`src/rtl/adc_log_pkg.sv`:
```
// Shared constants, FSM state encoding and frame-formatting helpers for the
// ADC sample packer.
package adc_log_pkg;

  localparam int         SAMPLE_W   = 10;
  localparam int         ENTRY_W    = SAMPLE_W + 1;  // {ch, data}
  localparam logic       FRAME_SYNC = 1'b1;          // MSB of byte0 marks a frame start
  localparam logic [7:0] DROP_MAX   = 8'd255;

  typedef enum logic [1:0] {
    IDLE = 2'd0,
    HI   = 2'd1,
    LO   = 2'd2
  } pack_state_e;

  // First frame byte: sync bit, two zero bits, channel, data[9:6].
  function automatic logic [7:0] frame_byte0(input logic [ENTRY_W-1:0] entry);
    return {FRAME_SYNC, 2'b00, entry[SAMPLE_W], entry[SAMPLE_W-1:6]};
  endfunction

  // Second frame byte: MSB clear so it can never be mistaken for a frame start.
  function automatic logic [7:0] frame_byte1(input logic [ENTRY_W-1:0] entry);
    return {2'b00, entry[5:0]};
  endfunction

endpackage

```
`src/rtl/adc_sample_packer_sync_fifo.sv`:
```
// Single-clock FIFO with registered occupancy count. A push into a full FIFO
// is accepted when a pop happens on the same edge (the slot is freed as it is
// refilled). Reads are asynchronous so the consumer can capture the head entry
// on the same edge that pops it.
module sync_fifo #(
  parameter int WIDTH = 11,
  parameter int DEPTH = 16,
  parameter int AW    = 4
) (
  input  logic             clk_i,
  input  logic             rst_i,
  input  logic             push_i,
  input  logic [WIDTH-1:0] wr_data_i,
  input  logic             pop_i,
  output logic [WIDTH-1:0] rd_data_o,
  output logic             accept_o,
  output logic             full_o,
  output logic             empty_o,
  output logic [AW:0]      count_o
);

  logic [WIDTH-1:0] mem_q [DEPTH];
  logic [AW-1:0]    wr_ptr_q;
  logic [AW-1:0]    rd_ptr_q;
  logic [AW:0]      count_q;
  logic             push_ok;
  logic             pop_ok;

  assign full_o    = (count_q == (AW+1)'(DEPTH));
  assign empty_o   = (count_q == '0);
  assign pop_ok    = pop_i & ~empty_o;
  assign push_ok   = push_i & (~full_o | pop_ok);
  assign accept_o  = push_ok;
  assign count_o   = count_q;
  assign rd_data_o = mem_q[rd_ptr_q];

  // Storage write; contents need no reset because count gates every read.
  always_ff @(posedge clk_i) begin
    if (push_ok) begin
      mem_q[wr_ptr_q] <= wr_data_i;
    end
  end

  // Pointers wrap naturally at DEPTH (a power of two); count tracks occupancy.
  always_ff @(posedge clk_i) begin
    if (rst_i) begin
      wr_ptr_q <= '0;
      rd_ptr_q <= '0;
      count_q  <= '0;
    end else begin
      if (push_ok) wr_ptr_q <= wr_ptr_q + 1'b1;
      if (pop_ok)  rd_ptr_q <= rd_ptr_q + 1'b1;
      case ({push_ok, pop_ok})
        2'b10:   count_q <= count_q + 1'b1;
        2'b01:   count_q <= count_q - 1'b1;
        default: count_q <= count_q;
      endcase
    end
  end

endmodule

```
`src/rtl/adc_sample_packer.sv`:
```
// Buffers channel-tagged ADC results and serialises each into a two-byte
// self-synchronising frame on a valid/ready byte stream. Samples arriving
// while the FIFO is full (and nothing is popped) are dropped and counted.
module adc_sample_packer #(
  parameter int SAMPLE_W = 10,
  parameter int DEPTH    = 16,
  parameter int AW       = 4
) (
  input  logic                CLK_50MHz,
  input  logic                RESET,
  input  logic                sample_valid,
  input  logic [SAMPLE_W-1:0] sample_data,
  input  logic                sample_ch,
  output logic                byte_valid,
  input  logic                byte_ready,
  output logic [7:0]          byte_data,
  output logic [AW:0]         fill_level,
  output logic                overflow,
  output logic [7:0]          drop_count
);

  import adc_log_pkg::*;

  pack_state_e     state_q;
  logic [SAMPLE_W:0] hold_q;
  logic            byte_valid_q;
  logic [7:0]      byte_data_q;
  logic            overflow_q;
  logic [7:0]      drop_count_q;

  logic [SAMPLE_W:0] fifo_rd_data;
  logic            fifo_accept;
  logic            fifo_full;
  logic            fifo_empty;
  logic [AW:0]     fifo_count;
  logic            frame_done;
  logic            pop;
  logic            drop;

  // The frame in flight finishes when its second byte is taken; a new entry
  // is popped either from IDLE or right then, giving back-to-back frames.
  assign frame_done = (state_q == LO) & byte_ready;
  assign pop        = ~fifo_empty & ((state_q == IDLE) | frame_done);
  assign drop       = sample_valid & ~fifo_accept;

  sync_fifo #(
    .WIDTH (SAMPLE_W + 1),
    .DEPTH (DEPTH),
    .AW    (AW)
  ) u_fifo (
    .clk_i     (CLK_50MHz),
    .rst_i     (RESET),
    .push_i    (sample_valid),
    .wr_data_i ({sample_ch, sample_data}),
    .pop_i     (pop),
    .rd_data_o (fifo_rd_data),
    .accept_o  (fifo_accept),
    .full_o    (fifo_full),
    .empty_o   (fifo_empty),
    .count_o   (fifo_count)
  );

  // Framing FSM: holds one popped entry and presents its two bytes in turn.
  always_ff @(posedge CLK_50MHz) begin
    if (RESET) begin
      state_q      <= IDLE;
      hold_q       <= '0;
      byte_valid_q <= 1'b0;
      byte_data_q  <= '0;
    end else begin
      case (state_q)
        IDLE: begin
          if (pop) begin
            hold_q       <= fifo_rd_data;
            byte_data_q  <= frame_byte0(fifo_rd_data);
            byte_valid_q <= 1'b1;
            state_q      <= HI;
          end
        end
        HI: begin
          if (byte_ready) begin
            byte_data_q <= frame_byte1(hold_q);
            state_q     <= LO;
          end
        end
        LO: begin
          if (byte_ready) begin
            if (pop) begin
              hold_q      <= fifo_rd_data;
              byte_data_q <= frame_byte0(fifo_rd_data);
              state_q     <= HI;
            end else begin
              byte_valid_q <= 1'b0;
              state_q      <= IDLE;
            end
          end
        end
        default: begin
          byte_valid_q <= 1'b0;
          state_q      <= IDLE;
        end
      endcase
    end
  end

  // Sticky overflow flag and saturating count of samples lost to a full FIFO.
  always_ff @(posedge CLK_50MHz) begin
    if (RESET) begin
      overflow_q   <= 1'b0;
      drop_count_q <= '0;
    end else if (drop) begin
      overflow_q <= 1'b1;
      if (drop_count_q != DROP_MAX) begin
        drop_count_q <= drop_count_q + 1'b1;
      end
    end
  end

  assign byte_valid = byte_valid_q;
  assign byte_data  = byte_data_q;
  assign fill_level = fifo_count;
  assign overflow   = overflow_q;
  assign drop_count = drop_count_q;

endmodule
```
`config.mk`:
```
export PLATFORM = sky130hd
export DESIGN_NAME = adc_sample_packer
export DESIGN_NICKNAME = d
export VERILOG_FILES = /design/src/rtl/adc_log_pkg.sv /design/src/rtl/adc_sample_packer_sync_fifo.sv /design/src/rtl/adc_sample_packer.sv
export SDC_FILE = /design/constraint.sdc
export NUM_CORES = 1
export LEC_CHECK = 0
export BUFFER_PORTS_ARGS = -buffer_cell sky130_fd_sc_hd__buf_2
export CORE_ASPECT_RATIO = 0.6
export CORE_MARGIN = 4
export CORE_UTILIZATION = 45
export DETAILED_ROUTE_END_ITERATION = 10
export HOLD_SLACK_MARGIN = 0.03
export PLACE_DENSITY = 0.62
export SKIP_LAST_GASP = 1
export SLEW_MARGIN = 20
export SYNTH_ARGS = -nofsm -noshare
export SYNTH_HDL_FRONTEND = slang
export SYNTH_SLANG_ARGS = --single-unit
```
`constraint.sdc`:
```
create_clock -name CLK_50MHz -period 5.7 [get_ports CLK_50MHz]
set_input_delay 0.285 -clock CLK_50MHz [delete_from_list [all_inputs] [get_ports CLK_50MHz]]
set_output_delay 0.285 -clock CLK_50MHz [all_outputs]
set_load 0.02 [all_outputs]
```
==> results.py, run 1 <==
metrics = {
    "hold_path": {
        "hold_class": "in -> reg",
        "min_path_cells": 3,
    },
    "timing": {
        "layout_min_cycle_time_ps": 3540,
        "hold-worst-slack_ps": 129,
        "rsz0062_at_grt": "no",
        "setup_viol_count_final": 0,
        "worstMarginPinSlew_ps": 1010,
        "hold_viol_final": 0,
        "tns_ps": 0,
        "fmax_ghz": 0.283,
        "fin_skew_ps": 8.42,
        "layout_worst_path_cycle_share_pct": 62.1,
        "slew_headroom_pct": 32.5,
        "finalMaxSlewViolations": 0,
    },
    "critical_path": {
        "start_kind": "flop",
        "slowest_stage": "a211o_1",
        "cp_data_arrival_time_ps": 3920,
        "path_max_fanout": 20,
        "cp-end-kind": "flop",
        "ff2ff_path_depth": 10,
        "path_class": "reg -> reg",
        "worstPathCellList": "nor4_4, a211o_1, inv_1, ha_1, xor2_1, ha_1, o21a_1, o21a_1, o32ai_1, mux2_2",
        "cp.required_ps": 6080,
        "cp_slowest_stage_delay_ps": 580,
    },
    "logic_synthesis": {
        "ys_warn_count": 0,
        "synth_most_common_cell": "edfxtp_1",
        "yosys.area.top_type_share_pct": 59.8,
        "async_flop_share_pct": 0,
        "yosys_register_bits": 218,
        "synth_ff_type": "edfxtp_1",
        "synth.largest_area_cell": "edfxtp_1",
        "syn_nets": 550,
        "netlist_top_cells_count": "edfxtp_1 (176), mux4_2 (44), dfxtp_1 (42), mux2i_1 (33), a21oi_1 (29)",
        "seq_area_frac_synth_pct": 69.4,
        "netlist_area_mm2": 0.00883,
        "synth-edff-count": 176,
        "yosysUniqueCellTypes": 45,
        "yosys-top-cells-area": "edfxtp_1 (60%), mux4_2 (11%), dfxtp_1 (9.5%), mux2i_1 (3.7%), a21oi_1 (1.6%)",
        "avgSynthCellArea_um2": 16.8,
        "syn_inst": 525,
    },
    "global_route": {
        "grt.overflow.total": 0,
        "antenna_found_initial": 0,
        "grt_util_met3_pct": 2.96,
        "use_met1_pct": 25.8,
        "grt_usage_pct": 17.2,
        "grt_pass1_vias": 4643,
        "use_met2_pct": 27.2,
        "grt_busiest_layer": "met2",
        "grt_pass1_wl_mm": 28.4,
        "grt_start_max_net_pins": 50,
    },
    "routing": {
        "dr.pass1.iters": 5,
        "routed_wl_mm": 18.6,
        "avgRoutedWirePerCell_um": 22.0,
        "dr.first_iter.drc_count": 425,
        "ant_nets": 0,
        "vias": 4782,
        "viasPerCell": 5.65,
        "drc": 0,
    },
    "cells_and_area": {
        "fin_nets": 592,
        "fillCellCount": 1570,
        "final_area_mm2": 0.00997,
        "area_growth_pct": 12.9,
        "utilization_pct": 52.1,
        "drive_gt1_share_pct": 24.1,
        "diodes": 0,
    },
    "cts": {
        "cts.sinks": 218,
        "cts_tree": "built",
        "h-tree-depth": 1,
        "cts_buffers": 20,
        "clock_path_buffers": 3,
        "postCtsResizedCells": 0,
        "clk_latency_ps": 490,
        "cts_root_buf": "clkbuf_16",
        "holdBufCountCts": 0,
        "post_cts_buffers": 0,
        "clkTransAtPathRegs_ps": 70,
    },
    "floorplan": {
        "num_io_pins": 38,
        "dieArea_mm2": 0.0220,
        "start_util_pct": 46.2,
        "rows": 39,
        "coreArea_mm2": 0.0191,
        "die_x_um": 189,
        "die_h_um": 117,
    },
    "pwr": {
        "power_density_mw_per_mm2": 395,
        "vdd_drop_max_mv": 0.243,
        "leakagePower_uw": 0.00326,
    },
    "placement": {
        "hpwlAfterDp_mm": 11.7,
        "place_area_mm2": 0.00935,
        "place.gp.congestion": 0.745,
        "numPortBuffers": 36,
    },
    "job": {
        "maxCapViolCount": 0,
    },
    "outcome": {
        "status": "finished, final reports clean",
    },
}
[critical path: cells and delay by family (launching register included)]
family | cells | cell delay [ps]
simple gates | 1 | 520
fa+ha+maj | 2 | 590
flops | 1 | 410
xor+xnor | 1 | 190
compound gates | 4 | 1110
buf+inv | 1 | 240
mux | 1 | 370
[stage by stage]
stage	setup slack, ps	cells	power, uW
after floorplan	2690	525	2500
after global placement	2330	811	2690
after detailed placement	2200	811	2720
after CTS	2180	847	3970
after global routing	1910	847	4120
final	2160	847	3940
[flip-flops by register name (all words and copies together), names as in the netlist, 2 cells and up, named ones only]
signal / count
byte_data: 7
drop_count: 8
hold_q: 6
state_q: 2
u_fifo.count_o: 5
u_fifo.mem_q: 176
u_fifo.rd_ptr_q: 4
u_fifo.wr_ptr_q: 4
[final cells by class]
type / count / area [um^2] / area share, %
Sequential cell: 218 / 6130 / 61.5
Tap cell: 266 / 333 / 3.34
Clock buffer: 30 / 581 / 5.83
Timing Repair Buffer: 52 / 300 / 3.01
Clock inverter: 6 / 32.5 / 0.326
Inverter: 14 / 52.6 / 0.527
Multi-Input combinational cell: 261 / 2540 / 25.5
[cells by family after synthesis]
family	Yosys count	share of synthesized area, %
mux	82	15.6
compound gates	74	5.40
flops	218	69.4
xor+xnor	5	0.496
other cells	1	0.0425
fa+ha+maj	10	1.42
simple gates	89	5.41
buf+inv	46	2.27
[metal layers]
metal / wire length, um / vias up
met1: 8790 / 2472
li1: - / 2147
met4: 268 / 0
met2: 8480 / 141
met5: 0 / -
met3: 1110 / 22
[layout by cell type, fill, tap and decap left out, types with 2 or more instances in the layout]
master	netlist	layout
mux4_2	44	44
edfxtp_1	176	176
o31ai_1	3	3
dfxtp_2	0	2
mux2i_1	33	33
o41ai_1	2	2
nand3b_1	10	10
mux2_2	5	5
nor2_1	25	22
nor3_2	0	3
clkbuf_1	14	8
buf_4	1	16
clkbuf_16	0	22
buf_2	13	36
o221ai_1	7	7
o21ai_0	13	13
nand3_1	14	14
inv_1	14	14
nand2b_1	4	4
or3_1	7	7
nor2_2	0	3
nor2b_1	7	7
or4_1	3	3
dfxtp_1	42	40
a21oi_1	29	29
nor3_1	6	2
nand2_1	10	10
clkinv_2	0	3
xor2_1	4	4
o21a_1	8	8
ha_1	10	10
[final timing paths]
kind	slack (ps)	from	end
hold / removal	130	byte_ready	byte_data[5]$_SDFFE_PP0P_
setup reg to reg	2160	u_fifo.count_o[1]$_SDFFE_PP0P_	u_fifo.count_o[4]$_SDFFE_PP0P_
setup / recovery	2160	u_fifo.count_o[1]$_SDFFE_PP0P_	u_fifo.count_o[4]$_SDFFE_PP0P_
hold reg to reg	440	overflow$_SDFFE_PP0P_	overflow$_SDFFE_PP0P_
[where the power goes]
part	switching (uW)	internal, uW
Sequential	90.9	1810
Combinational	456	325
Clock	548	709
Total	1100	2840
No activity file was read; power rests on OpenSTA's default activity.
==> run 2: changes to the inputs <==
--- a/config.mk
+++ b/config.mk
@@ -5,6 +5,7 @@
 export SDC_FILE = /design/constraint.sdc
 export NUM_CORES = 1
 export LEC_CHECK = 0
+export ABC_AREA = 1
 export BUFFER_PORTS_ARGS = -buffer_cell sky130_fd_sc_hd__buf_2
 export CORE_ASPECT_RATIO = 0.6
 export CORE_MARGIN = 4
==> constraint.sdc (replaced) <==
create_clock -name CLK_50MHz -period 3.4 [get_ports CLK_50MHz]
set_input_delay 0.17 -clock CLK_50MHz [delete_from_list [all_inputs] [get_ports CLK_50MHz]]
set_output_delay 0.17 -clock CLK_50MHz [all_outputs]
set_load 0.02 [all_outputs]
==> run 2 against run 1 <==
Net effect:
- utilization down 1.0 points
- clock power up 63%
- setup slack lost 1200 ps
- sequential share of layout area decreased by 1.6 points
- register-to-register slack worse by 1200 ps
- power grew 83%
- combinational power increased to 2.6 times the previous value
- critical path type unchanged
==> results.py, run 2 <==
metrics = {
    "timing": {
        "postLayoutSetupSlackWorst_ps": 942,
        "layout_min_cycle_time_ps": 2460,
        "fmax_ghz": 0.407,
        "worstMarginPinSlew_ps": 1010,
        "rsz0062_at_grt": "no",
        "hold-worst-slack_ps": 73.3,
        "layout_worst_path_cycle_share_pct": 72.3,
        "hold_viol_final": 0,
        "slew_headroom_pct": 32.8,
        "finalMaxSlewViolations": 0,
        "tns_ps": 0,
        "fin_skew_ps": 18.3,
        "setup_viol_count_final": 0,
    },
    "global_route": {
        "grt.overflow.total": 0,
        "grt_start_max_net_pins": 89,
        "grt_pass1_wl_mm": 32.4,
        "antenna_found_initial": 0,
        "grt_usage_pct": 18.4,
        "grt_pass1_vias": 5540,
    },
    "logic_synthesis": {
        "netlist_top_cells_count": "edfxtp_1 (176), nand2_1 (172), nor2_1 (100), nand3_1 (88), inv_1 (76)",
        "async_flop_share_pct": 0,
        "syn_nets": 891,
        "syn_inst": 866,
        "synth.largest_area_cell": "edfxtp_1",
        "avgSynthCellArea_um2": 10.6,
        "netlist_area_mm2": 0.00920,
        "seq_area_frac_synth_pct": 66.6,
        "synth_ff_type": "edfxtp_1",
        "yosys.area.top_type_share_pct": 57.5,
        "synth_most_common_cell": "edfxtp_1",
        "ys_warn_count": 0,
        "yosys_register_bits": 218,
        "yosys-top-cells-area": "edfxtp_1 (57%), dfxtp_1 (9.1%), nand2_1 (7.0%), nand3_1 (4.8%), nor2_1 (4.1%)",
        "synth-edff-count": 176,
        "yosysUniqueCellTypes": 32,
    },
    "critical_path": {
        "cp.required_ps": 3820,
        "path_max_fanout": 14,
        "worstPathCellList": "inv_1, nand4_1, nand2_1, buf_4, inv_2, ha_1, xor2_1, ha_1, a21o_1, nand3_1, nand2_1, xor2_1, nand2_1, a21oi_1",
        "regToRegSetupSlack_ps": 940,
        "path_class": "reg -> reg",
        "start_kind": "flop",
        "cp_data_arrival_time_ps": 2880,
        "ff2ff_path_depth": 14,
        "cp_slowest_stage_delay_ps": 420,
        "r2r_end": "u_fifo.count_o[4]$_SDFFE_PP0P_",
        "cp_num_buf_inv": 3,
        "cpMostUsedCell": "nand2_1",
        "reg2reg_from": "u_fifo.count_o[1]$_SDFFE_PP0P_",
        "slowest_stage": "dfxtp_1",
        "cp-end-kind": "flop",
        "critPathTopFamily": "adder cells",
    },
    "floorplan": {
        "num_io_pins": 38,
        "start_util_pct": 45.9,
        "die_x_um": 193,
        "die_h_um": 119,
        "rows": 40,
        "coreArea_mm2": 0.0200,
        "dieArea_mm2": 0.0229,
    },
    "routing": {
        "viasPerCell": 5.19,
        "routed_wl_mm": 21.0,
        "vias": 6165,
        "ant_nets": 0,
        "dr.first_iter.drc_count": 595,
        "drc": 0,
        "avgRoutedWirePerCell_um": 17.7,
        "dr.pass1.iters": 5,
    },
    "cells_and_area": {
        "most-common-layout-cells": "edfxtp_1 (176), nand2_1 (172), nor2_1 (100)",
        "mostFrequentLayoutCell": "edfxtp_1",
        "diodes": 0,
        "fin_nets": 927,
        "regArea_mm2": 0.00613,
        "multi_input_area_mm2": 0.00251,
        "drive_gt1_share_pct": 11.3,
        "fillCellCount": 1839,
        "largest_reg_flops": 176,
        "final_area_mm2": 0.0102,
        "area_growth_pct": 11.2,
        "largest_register": "u_fifo.mem_q",
    },
    "pwr": {
        "power_density_mw_per_mm2": 704,
        "leakagePower_uw": 0.00395,
        "design_power_total_uw": 7200,
        "vdd_drop_max_mv": 0.440,
    },
    "cts": {
        "cts_buffers": 20,
        "cts.sinks": 218,
        "h-tree-depth": 1,
        "postCtsResizedCells": 0,
        "cts_tree": "built",
        "clock_path_buffers": 3,
        "clk_latency_ps": 500,
        "clkTransAtPathRegs_ps": 60,
        "cts_root_buf": "clkbuf_16",
    },
    "job": {
        "maxCapViolCount": 0,
    },
    "hold_path": {
        "holdPathEnd": "u_fifo.mem_q[0][6]$_DFFE_PP_",
        "min_path_cells": 1,
        "min_from": "sample_data[6]",
        "hold_class": "in -> reg",
    },
    "outcome": {
        "status": "finished, final reports clean",
    },
    "placement": {
        "numPortBuffers": 36,
        "place.gp.congestion": 0.848,
        "place_area_mm2": 0.00964,
        "place_ws_ps": 986,
        "hpwlAfterDp_mm": 12.8,
    },
}
==> run 2: cell count changes in the layout (fill, tap and decap cells not counted), sizes merged, moves of 8 or more <==
cell,delta
nand3b,-10
mux2i,-33
o21ai,+47
nand3,+74
a21oi,+9
mux4,-44
nor2,+79
o211ai,+23
o21a,-8
inv,+69
nand2,+164
==> run 2: metal layers <==
metal	GRT usage, %	up-vias	wire [um]
met3	2.54	24	1480
met5	0	-	0
li1	-	3007	-
met1	31.6	2931	10800
met4	4.19	0	385
met2	24.1	203	8310
==> run 2: repair_timing <==
item | in CTS | in global routing
endpoints found under the hold margin | 3 | 0
setup buffers | 0 | 0
hold buffers | 1 | 0
==> run 2: worst max-delay path by stage <==
stage | end | cells after the start | start
after global routing | u_fifo.count_o[4]$_SDFFE_PP0P_ | 14 | u_fifo.count_o[1]$_SDFFE_PP0P_
after CTS | u_fifo.count_o[4]$_SDFFE_PP0P_ | 14 | u_fifo.count_o[1]$_SDFFE_PP0P_
final | u_fifo.count_o[4]$_SDFFE_PP0P_ | 14 | u_fifo.count_o[1]$_SDFFE_PP0P_
after global placement | u_fifo.count_o[4]$_SDFFE_PP0P_ | 14 | u_fifo.count_o[0]$_SDFFE_PP0P_
after detailed placement | u_fifo.count_o[4]$_SDFFE_PP0P_ | 14 | u_fifo.count_o[1]$_SDFFE_PP0P_
after floorplan | u_fifo.count_o[4]$_SDFFE_PP0P_ | 14 | u_fifo.count_o[1]$_SDFFE_PP0P_
==> run 2: per-stage QoR <==
stage               cells  util, %
finish               1187     51.1
global route         1187     51.1
CTS                  1187     51.1
detailed placement   1152     48.2
global placement     1152     48.2
floorplan             866        -
==> run 2: cells by family (layout without fill, tap and decap cells) <==
family / Yosys count / in the layout / synth area share (%)
simple gates: 372 / 372 / 16.9
flops: 218 / 218 / 66.6
buf+inv: 127 / 175 / 6.11
compound gates: 126 / 126 / 7.88
xor+xnor: 12 / 12 / 1.14
fa+ha+maj: 10 / 10 / 1.36
other cells: 1 / 1 / 0.0408
==> run 2: where the power goes <==
part,switching [uW],internal (uW),leakage (uW)
combinational,1410,614,0.00173
sequential,92.8,3030,0.00194
clock,925,1130,0.000284
==> run 2: area by class of cell <==
class	count	area share, %
clock buffer	27	5.36
tap	273	3.34
sequential	218	59.9
timing repair buffer	57	3.45
multi-input combinational	521	24.5
clock inverter	7	0.294
inverter	84	3.11
